## src/rtl/mux_n_skid.sv

```systemverilog
// mux_n_skid: NUM_IN:1 registered word mux with valid/ready handshake and a 2-entry skid buffer.
// Define MUXN_SEL_CHECK_EN to add the sticky sel_err output for out-of-range selects.
module mux_n_skid #(
  parameter int DATA_W = 32,
  parameter int NUM_IN = 4,
  parameter int SEL_W  = $clog2(NUM_IN)
) (
  input  logic                     clock,
  input  logic                     aclr_n,
  input  logic [NUM_IN*DATA_W-1:0] data_in,
  input  logic [SEL_W-1:0]         sel,
  input  logic                     in_valid,
  output logic                     in_ready,
  output logic [DATA_W-1:0]        result,
  output logic                     out_valid,
  input  logic                     out_ready
`ifdef MUXN_SEL_CHECK_EN
  ,
  output logic                     sel_err
`endif
);
  logic [DATA_W-1:0] r_q, r_d, s_q, s_d, word;
  logic r_vld_q, r_vld_d, s_vld_q, s_vld_d, rdy_q, rdy_d, acc, drn, sel_bad;
  // Out-of-range selects fall back to input 0.
  assign sel_bad = 32'(sel) >= NUM_IN;
  assign word = sel_bad ? data_in[DATA_W-1:0] : data_in[sel*DATA_W +: DATA_W];
  assign acc = in_valid & rdy_q;
  assign drn = r_vld_q & out_ready;
  always_comb begin
    r_d = r_q;
    s_d = s_q;
    r_vld_d = r_vld_q;
    s_vld_d = s_vld_q;
    if (s_vld_q) begin
      if (drn) begin
        r_d = s_q;
        s_vld_d = 1'b0;
      end
    end else if (r_vld_q) begin
      if (acc && drn) r_d = word;
      else if (acc) begin
        s_d = word;
        s_vld_d = 1'b1;
      end else if (drn) r_vld_d = 1'b0;
    end else if (acc) begin
      r_d = word;
      r_vld_d = 1'b1;
    end
    rdy_d = !s_vld_d;
  end
  always_ff @(posedge clock or negedge aclr_n) begin
    if (!aclr_n) begin
      r_q <= '0;
      s_q <= '0;
      r_vld_q <= 1'b0;
      s_vld_q <= 1'b0;
      rdy_q <= 1'b0;
    end else begin
      r_q <= r_d;
      s_q <= s_d;
      r_vld_q <= r_vld_d;
      s_vld_q <= s_vld_d;
      rdy_q <= rdy_d;
    end
  end
  assign in_ready = rdy_q;
  assign out_valid = r_vld_q;
  assign result = r_q;
`ifdef MUXN_SEL_CHECK_EN
  logic err_q, err_d;
  assign err_d = err_q | (acc & sel_bad);
  always_ff @(posedge clock or negedge aclr_n) begin
    if (!aclr_n) err_q <= 1'b0;
    else err_q <= err_d;
  end
  assign sel_err = err_q;
`endif
endmodule

```

## config.mk

```make
export PLATFORM = sky130hd
export DESIGN_NAME = mux_n_skid
export DESIGN_NICKNAME = d
export VERILOG_FILES = /design/src/rtl/mux_n_skid.sv
export SDC_FILE = /design/constraint.sdc
export NUM_CORES = 1
export LEC_CHECK = 0
export BUFFER_PORTS_ARGS = -buffer_cell sky130_fd_sc_hd__buf_2
export CORE_MARGIN = 4
export CORE_UTILIZATION = 42
export CTS_CLUSTER_SIZE = 14
export DETAILED_ROUTE_END_ITERATION = 16
export GPL_ROUTABILITY_DRIVEN = 0
export GPL_TIMING_DRIVEN = 0
export PLACE_DENSITY = 0.77
export SLEW_MARGIN = 0
export SYNTH_ARGS = -nofsm -noshare
export SYNTH_HDL_FRONTEND = slang
export SYNTH_SLANG_ARGS = --single-unit
```

## constraint.sdc

```tcl
create_clock -name clock -period 1.5 [get_ports clock]
set_clock_uncertainty 0.2 [all_clocks]
set_input_delay 0.3 -clock clock [delete_from_list [all_inputs] [get_ports clock]]
set_output_delay 0.3 -clock clock [all_outputs]
set_load 0.005 [all_outputs]
```

======== Word level (Yosys, flattened, before mapping) ========
Index checks and enable logic that the tools add are counted.
storage, ports and cells
  register bits after elaboration ......... 67
  input port bits ......................... 134
  word-level logic and storage cells ...... 30
operators by class
  equality and inequality tests ........... 2
  shift-type cells ........................ 1
  mux-type cells .......................... 13
  bitwise gates (word level) .............. 4
  reductions and logical operators ........ 5
operators by type and width
  cell                                                   number
  2-to-1 mux 32 bit                                      5
  variable part select 128 x 8 -> 32 bit                 1
  2-to-1 mux 1 bit                                       8
  AND reduction 4 bit                                    1
  inequality test 3 x 1 -> 1 bit, second input constant  1
  AND reduction 3 bit                                    1
  nonzero test 3 bit                                     1
  bitwise AND 1 bit                                      2
  inequality test 2 x 1 -> 1 bit, second input constant  1
  NOT 1 bit                                              2
  logical AND 1 bit                                      1
  logical NOT 1 bit                                      1

======== Logic depth before layout (Yosys ltp) ========
  depth in word-level cells ............... 6
  mapped depth ............................ 5

======== Worst setup path after synthesis ========
No wires, ideal clock.
  path type ............................... register to register
  start point ............................. register rdy_q, in the netlist in_ready
  end point ............................... register s_q[10]
  setup time .............................. 0.125 ns
  arrival ................................. 1.401 ns
  required time ........................... 1.175 ns
  setup slack ............................. -0.226 ns
  stages on the path, launching flop included .. 5
  buffers on the path ..................... 1
  period minus slack after synthesis ...... 1.726 ns
  cells stage by stage .................... dfrtp_1 nand2_1 nor4b_4 buf_4 mux2_2
on the way
  cells in the longest elaborated chain, start to end .. 4
RTL lines
  what                                    RTL line  source
  start: declaration                      23        logic r_vld_q, r_vld_d, s_vld_q, s_vld_d, rdy_q, rdy_d, acc, drn, sel_bad;
  start signal: assignment                63        rdy_q <= rdy_d;
  bitwise AND 1 bit *                     27        assign acc = in_valid & rdy_q;
  logical AND 1 bit                       40        if (acc && drn) r_d = word;
  NOT 1 bit (no source line)              n/a
  AND reduction 4 bit (no source line) *  n/a
  end signal: assignment                  54        s_q <= '0;
  end signal: assignment                  60        s_q <= s_d;
  end: declaration                        22        logic [DATA_W-1:0] r_q, r_d, s_q, s_d, word;
Every way passes the cells marked *; elsewhere a longest branch is shown, timed or not.
A chain may end at the register's enable or synchronous reset.

======== Worst setup path after layout ========
  start point ............................. register s_vld_q
  end point ............................... register s_q[21]
on the way
  cells in the longest elaborated chain, start to end .. 2
RTL lines
  what                                  RTL line  source
  start: declaration                    23
  start signal: assignment              62        s_vld_q <= s_vld_d;
  NOT 1 bit (no source line)            n/a
  AND reduction 4 bit (no source line)  n/a
Every way passes these cells.

==> results.json <==
{
  "synth-adder-area-share_pct": 0,
  "r2r-end": "s_q[21]",
  "worst_hold_startpoint": "in_valid",
  "grt_pass1_wl_mm": 16.02,
  "clock-sinks": 67,
  "drive_gt1_share_pct": 65.95,
  "track_usage_pct": 20.76,
  "critical_path.reg2reg.startpoint": "s_vld_q",
  "port_buffers": 166,
  "synth_top_cells_by_count": "dfrtp_1, a221o_1, and3_1, mux2_2, mux4_2",
  "flow.area_growth_from_synthesis_pct": 39.08,
  "min_delay_path_depth": 3,
  "peakVddDrop_uv": 668.7,
  "critical_path_class": "register to register",
  "yosys.area.top_type": "dfrtp_1",
  "global_route.usage.met3_pct": 5.400,
  "final_util_pct": 59.86,
  "critPathMaxFanout": 10,
  "number_of_antenna_violating_nets_in_the_routed_design": 0,
  "num_io_pins": 168,
  "core-area_um2": 8175,
  "design.die.area_um2": 9905,
  "violations": "setup timing",
  "post_synth.cell_area_avg_um2": 15.23,
  "use_met2_pct": 36.26,
  "max_clock_freq_ghz": 0.5751,
  "first_pass_iters": 4,
  "drc": 0,
  "timing.critical_path.from_type": "register",
  "routed-via-count": 2955,
  "synth_compound_area_share_pct": 10.17,
  "synthMuxAreaShare_pct": 30.94,
  "synth-seq-area-share_pct": 47.65,
  "required_ns": 1.51,
  "dp_hpwl_mm": 7.567,
  "min-delay-path-class": "input port to register",
  "worst_slew_pin_slew_ns": 0.6153,
  "syn_inst": 231,
  "yosys.area.top_type_share_pct": 47.65,
  "combinational_family_with_the_most_area_after_synthesis": "multiplexers",
  "chipWidth_um": 99.53,
  "worst_ep_arrival_time_ns": 1.75,
  "synth_xor_area_share_pct": 0,
  "setup_tns_ns": -12.69,
  "grt_pass1_vias": 3228,
  "final-setup-viol-count": 65,
  "outcome": "finished with violations",
  "cts_inserted_buffers": 9,
  "rsz0062_at_grt": "true",
  "post_synth_and_or_nand_nor_area_fraction_pct": 6.935,
  "layout.cells.non_filler": 525,
  "power_leakage_nw": 2.466,
  "synthesis.nets": 365,
  "drt-total-wl_mm": 10.19,
  "antenna_found_initial": 0,
  "synth_top_cells_by_area": "dfrtp_1, mux4_2, mux2_2, a221o_1, and3_1",
  "detail_route.wl_per_cell_um": 19.40,
  "post_synth_num_cell_types": 22,
  "min_to": "out_valid",
  "clock_tree_from_tritoncts": "yes",
  "overall_power_mw": 7.803,
  "numPlacedInstances": 502,
  "htreeDepth": 3,
  "worst_setup_hold_path_clk_slew_ns": 0.07,
  "r2r_slack_ns": -0.24,
  "die-height_um": 99.53,
  "post_synth_edffs": 0,
  "r2r.worst_path.cells": 4,
  "nets": 550,
  "worstSetupEndpointType": "register",
  "maximum_number_of_pins_on_one_net_before_global_route_repair": 68,
  "hold_ws_ns": 0.1310,
  "finalWorstPathRequiredPeriod_ns": 1.739,
  "period_share_pct": 115.9,
  "clock_latency_on_the_worst_skew_pair_ns": 0.33,
  "globalRouteOverflowTotal": 0,
  "fp-row-count": 33,
  "final-max-slew-violation-count": 0,
  "netlist_area_um2": 3518,
  "groute.layer.met1.usage_pct": 24.90,
  "slew_headroom_pct": 58.98,
  "cts_buffer_depth": 2,
  "worst_slack_ns": -0.2387,
  "synth_most_common_cell": "dfrtp_1",
  "ys.flop_type": "dfrtp_1",
  "pwr_density_cell_nw_per_um2": 1595,
  "initial_utilization_pct": 43.04,
  "yosys_warnings": 0,
  "drt-vias-per-instance": 5.629,
  "hold_violations": 0,
  "grt.busiest_layer": "met2",
  "ys_ff_latch": 67,
  "async_flop_share_pct": 100.0,
  "critical_path.startpoint": "s_vld_q",
  "clock_root_buffer": "clkbuf_8",
  "n_antenna_cell": 0,
  "drt-initial-drc-count": 137,
  "drv.max_cap_violation_count": 0
}
-- power breakdown --
group	leakage, nW	switching (mW)	internal, mW
clock network	0.0995	0.647	0.849
logic	1.54	1.33	1.84
registers	0.827	0.478	2.66
-- layout make-up --
| type | instances | area, µm² |
|---|---|---|
| plain buffers | 23 | 241.5 |
| clock buffers | 13 | 158.9 |
| clock inverters | 2 | 35.03 |
| fillers | 689 | 3282 |
| inverters | 3 | 11.26 |
| multi-input cells | 138 | 1720 |
| flip-flops and latches | 67 | 1678 |
| well taps | 105 | 131.4 |
| repair buffers | 174 | 917.1 |
-- worst max-delay path, stage by stage (launching register included) --
cell and delay, ns:
dfrtp_1 0.44, nor4b_4 0.31, buf_6 0.17, buf_8 0.15, mux2_2 0.34
-- state kept, by name, indices dropped and copies added, names as in the netlist --
| signal | cells |
|---|---|
| result | 32 |
| s_q | 32 |
| s_vld_q | 1 |
| in_ready | 1 |
| out_valid | 1 |
-- through the flow --
stage	instance area, µm²	setup WS [ns]
global placement	4517	-0.5257
floorplan	3555	-0.1729
CTS	4837	-0.2273
detailed placement	4519	-0.5781
finish	4893	-0.2387
global route	4893	-0.2837
-- what timing repair did --
item                                    4_1_cts  5_1_grt
buffers inserted                              5        2
resized for setup                            29       14
endpoints found under the setup margin       66      134
hold buffers                                  1        0
hold endpoints to repair                     67        0
pin swaps                                     1        1
-- layout by cell type (no fill, tap or decap) --
cell,synthesis,final
and3_1,32,32
mux2_2,32,25
dfrtp_1,67,66
a31oi_1,1,1
o2bb2ai_2,0,1
bufinv_16,0,1
buf_6,2,9
or2_2,1,1
nor4b_4,1,1
clkbuf_2,0,2
clkinv_2,0,1
clkbuf_8,0,11
mux4_2,30,32
clkbuf_4,0,5
buf_8,2,3
mux2_4,0,7
and2_4,0,1
nand2_2,0,1
clkbuf_1,10,4
o21ai_0,2,2
a211oi_2,1,1
dfrtp_2,0,1
buf_1,2,1
inv_1,3,3
a221o_1,32,32
buf_12,0,4
buf_2,4,165
dlygate4sd3_1,0,1
buf_4,3,5
nor2_1,1,1
-- layer usage --
layer	routed length, µm	part of all wire (%)
met4	227	2.2
met1	3859	38
met2	5316	52
met3	781	7.7
met5	0	0
-- logic make-up after synthesis --
group | Yosys count
buffers and inverters | 26
AO/OA/AOI/OAI | 37
AND/OR/NAND/NOR | 37
multiplexers | 64
flip-flops | 67
-- worst max-delay path by stage --
| stage | to | slack, ns | cells past startpoint |
|---|---|---|---|
| 2_1_floorplan | s_q[10] | -0.17 | 4 |
| 3_3_place_gp | result[9] | -0.53 | 4 |
| 3_5_place_dp | result[7] | -0.58 | 4 |
| 4_1_cts | s_q[17] | -0.23 | 5 |
| 5_1_grt | s_q[30] | -0.28 | 4 |
| 6_report | s_q[21] | -0.24 | 4 |
(Power assumes the default switching activity.)
